$ cat config.mk
export PLATFORM = sky130hd
export DESIGN_NAME = sequence_detector_1094
export DESIGN_NICKNAME = d
export VERILOG_FILES = /design/src/rtl/sequence_detector_1094.sv
export SDC_FILE = /design/constraint.sdc
export NUM_CORES = 1
export LEC_CHECK = 0
export ABC_AREA = 1
export BUFFER_PORTS_ARGS = -buffer_cell sky130_fd_sc_hd__buf_4
export CORE_AREA = 4 4 41 43
export DETAILED_ROUTE_END_ITERATION = 10
export DIE_AREA = 0 0 45 47
export HOLD_SLACK_MARGIN = 0.05
export PLACE_DENSITY = 0.37
export SYNTH_ARGS = -nofsm -noshare
export SYNTH_HDL_FRONTEND = slang
export SYNTH_SLANG_ARGS = --single-unit
$ cat constraint.sdc
create_clock -name clock -period 1.73 [get_ports clock]
set_clock_uncertainty 0.15 [all_clocks]
set_input_delay 0.2595 -clock clock [delete_from_list [all_inputs] [get_ports clock]]
set_output_delay 0.2595 -clock clock [all_outputs]
set_load 0.1 [all_outputs]
$ cat src/rtl/sequence_detector_1094.sv
// sequence_detector_1094
// Watches a serial stream of 4-bit digits, one per rising clock edge, and
// raises a one-cycle registered pulse when the consecutive digits 1,0,9,4
// have been received. Overlapping matches are detected.
//
// Ports
//   clock   in   1  system clock, rising-edge active
//   reset   in   1  synchronous active-high reset, has priority over number
//   number  in   4  input digit, sampled on the rising edge
//   pattern out  1  registered match pulse, high for the cycle after the
//                   edge that samples the final 4
module sequence_detector_1094 (
  input  logic       clock,
  input  logic       reset,
  input  logic [3:0] number,
  output logic       pattern
);

  localparam int unsigned DIGIT_W = 4;

  localparam logic [DIGIT_W-1:0] D_ONE  = DIGIT_W'(1);
  localparam logic [DIGIT_W-1:0] D_ZERO = DIGIT_W'(0);
  localparam logic [DIGIT_W-1:0] D_NINE = DIGIT_W'(9);
  localparam logic [DIGIT_W-1:0] D_FOUR = DIGIT_W'(4);

  // Progress through the target sequence: S1 "1", S2 "10", S3 "109", S4 "1094"
  typedef enum logic [2:0] {
    S0 = 3'b000,
    S1 = 3'b001,
    S2 = 3'b010,
    S3 = 3'b011,
    S4 = 3'b100
  } state_t;

  state_t r_state;

  // Match FSM with the pulse registered alongside the state, so pattern
  // always equals (r_state == S4) and has no combinational path from number.
  always_ff @(posedge clock) begin
    if (reset) begin
      r_state <= S0;
      pattern <= 1'b0;
    end else begin
      pattern <= (r_state == S3) && (number == D_FOUR);
      case (r_state)
        S0: r_state <= (number == D_ONE) ? S1 : S0;
        S1: begin
          if (number == D_ZERO)     r_state <= S2;
          else if (number == D_ONE) r_state <= S1;
          else                      r_state <= S0;
        end
        S2: begin
          if (number == D_NINE)     r_state <= S3;
          else if (number == D_ONE) r_state <= S1;
          else                      r_state <= S0;
        end
        S3: begin
          if (number == D_FOUR)     r_state <= S4;
          else if (number == D_ONE) r_state <= S1;
          else                      r_state <= S0;
        end
        S4: r_state <= (number == D_ONE) ? S1 : S0;
        // Unreachable encodings recover to idle
        default: r_state <= S0;
      endcase
    end
  end

endmodule

==> results.py <==
metrics = {
    "run_status": {
        "status": "finished, final reports clean",
    },
    "floorplan": {
        "dieArea_um2": 2115,
        "start_util_pct": 14.42,
        "die_height_um": 47,
        "chipWidth_um": 45,
        "design.core.area_um2": 1301,
        "io_pins": 7,
        "num_rows": 13,
    },
    "power_and_ir_drop": {
        "vdd_drop_max_mv": 0.2121,
        "power_leakage_uw": 0.0001302,
        "p_per_area_nw_per_um2": 754.5,
    },
    "cells_and_area": {
        "num_antenna_cells": 0,
        "top_register": "r_state",
        "drive_gt1_share_pct": 41.03,
        "reg_top3": "r_state x3",
        "fin_nets": 46,
        "largest_reg_flops": 3,
        "syn2layout_area_growth_pct": 53.33,
    },
    "placed_design": {
        "port_buffers": 6,
        "post-dp-hpwl_um": 363,
        "preCtsSetupSlack_ps": 619.5,
        "gp_congestion": 0.6022,
    },
    "clock_network": {
        "clk_pin_slew_ps": 40,
        "root_buffer": "clkbuf_4",
        "clk_latency_ps": 230,
        "cts.sinks": 3,
        "clockBufferDepth": 2,
        "cts_tree": "yes",
        "numCtsBuffers": 3,
        "cts_setup_buffers": 0,
        "ctsHtreeMaxLevel": 1,
    },
    "logic_synthesis": {
        "synth-edff-count": 0,
        "yosysTopAreaCell": "dfxtp_1",
        "synthArstFlopShare_pct": 0,
        "synthCells": 28,
        "synth-seq-cells": 3,
        "seq_area_frac_synth_pct": 32.00,
        "avgSynthCellArea_um2": 6.703,
        "synth.area.top_cells": "dfxtp_1, nand2_1, inv_1",
        "syn_area_um2": 187.7,
        "yosys-top-cells-count": "nand2_1, inv_1, dfxtp_1",
        "synthDistinctLibCells": 13,
        "ys_warn_count": 0,
        "syn-num-nets": 34,
        "synth.most_common_cell": "nand2_1",
        "synth_top_area_share_pct": 32.00,
        "ys.flop_type": "dfxtp_1",
    },
    "route": {
        "routedWlPerCell_um": 7.907,
        "drcViolationCount": 0,
        "via_count": 196,
        "drt_iter0_markers": 2,
        "via_per_inst": 3.630,
        "final_antenna_net_count": 0,
        "routed_wl_um": 427,
        "drt-pass1-iter-count": 3,
    },
    "setup_path": {
        "path_depth": 1,
        "worst-path-buf-inv": 1,
        "path_max_fanout": 5,
        "crit_path_end_kind": "output port",
        "cpLargestDelayFamily": "flip-flops",
        "critical_path_class": "register to output port",
        "worst-endpoint-required_ps": 1320,
        "worst_path_max_delay_cell": "dfxtp_1",
        "reg2regPathDepth": 3,
        "crit_path_start_kind": "register",
        "max_stage_delay_ps": 400,
        "arrival_ps": 950,
        "cp_cell_sequence": "buf_4",
    },
    "timing": {
        "final-setup-viol-count": 0,
        "max_freq_ghz": 0.7353,
        "hold_violations": 0,
        "fin_crit_ps": 1360,
        "slew_headroom_pct": 81.63,
        "rsz0062_at_grt": "false",
        "post-route-period-util_pct": 78.61,
        "tightest_slew_ps": 277.8,
        "drv_slew": 0,
        "finalSetupTns_ps": 0,
        "setup_slack_ps": 370.1,
    },
    "global_route": {
        "grt_pass1_vias": 213,
        "grt_pass1_wl_um": 745,
        "antenna_found_initial": 0,
        "grt_overflow": 0,
        "grt_max_degree": 6,
        "grt_usage_pct": 5.051,
    },
    "worst_hold_path": {
        "holdCritPathClass": "primary input to register",
        "hold_path_depth": 4,
    },
    "job": {
        "cap_violations": 0,
    },
}
cells in the final DEF (no fill, tap or decap):
cell / n
a21oi_2: 2
nor2_1: 1
clkbuf_1: 1
nand4_1: 2
nand2_1: 7
nor3_2: 1
nor2_2: 2
inv_1: 5
clkbuf_4: 3
o21ai_0: 1
or2_1: 1
nor3_1: 1
nand2_2: 1
inv_2: 1
dfxtp_1: 3
buf_4: 6
dlygate4sd3_1: 1
timing repair:
action | CTS | global route
endpoints found under the hold margin | 1 | 0
hold buffers | 1 | 0
resized for setup | 0 | 0
power breakdown:
part	switching, uW	internal, uW
logic	11.3	12.5
registers	0.316	69.9
clock network	36.7	86.5
layout make-up:
| cell class | count | area (um2) |
|---|---|---|
| fillers | 160 | 1013 |
| multi-input cells | 19 | 105.1 |
| repair buffers | 7 | 55.05 |
| clock buffers | 4 | 26.28 |
| inverters | 6 | 22.52 |
| well taps | 15 | 18.77 |
| flip-flops and latches | 3 | 60.06 |
per-layer routing:
layer	GRT usage, %	vias up	wire length, um	part of all wire (%)
li1	-	111	-	-
met1	5.669	80	211	49
met2	8.475	5	202	47
met3	1.149	0	13	3.0
met4	3.509	0	0	0
met5	0	-	0	0
final timing paths:
path,slack (ps),start,end
max,370,r_state[2],pattern
min,170,number[1],r_state[2]
max reg2reg,760,r_state[2],r_state[1]
min reg2reg,360,r_state[0],r_state[2]
through the flow:
step           util [%]  area (um2)  hold WS, ps  cells  power, uW
2_1_floorplan         -       187.7        171.9     28      81.67
3_3_place_gp      19.33       251.5        280.3     49      93.64
3_5_place_dp      19.33       251.5        280.4     49      93.57
4_1_cts           22.12       287.8        166.4     54      222.7
5_1_grt           22.12       287.8        187.5     54      230.8
6_report          22.12       287.8        170.2     54      217.1
kinds of logic (layout without fill, tap and decap cells):
group / Yosys count / in the layout / share of synthesized area (%)
compound gates: 3 / 3 / 12.00
buf+inv: 6 / 17 / 12.00
flops: 3 / 3 / 32.00
simple gates: 16 / 16 / 44.00
Note: power is estimated with default switching activity, not from simulation.
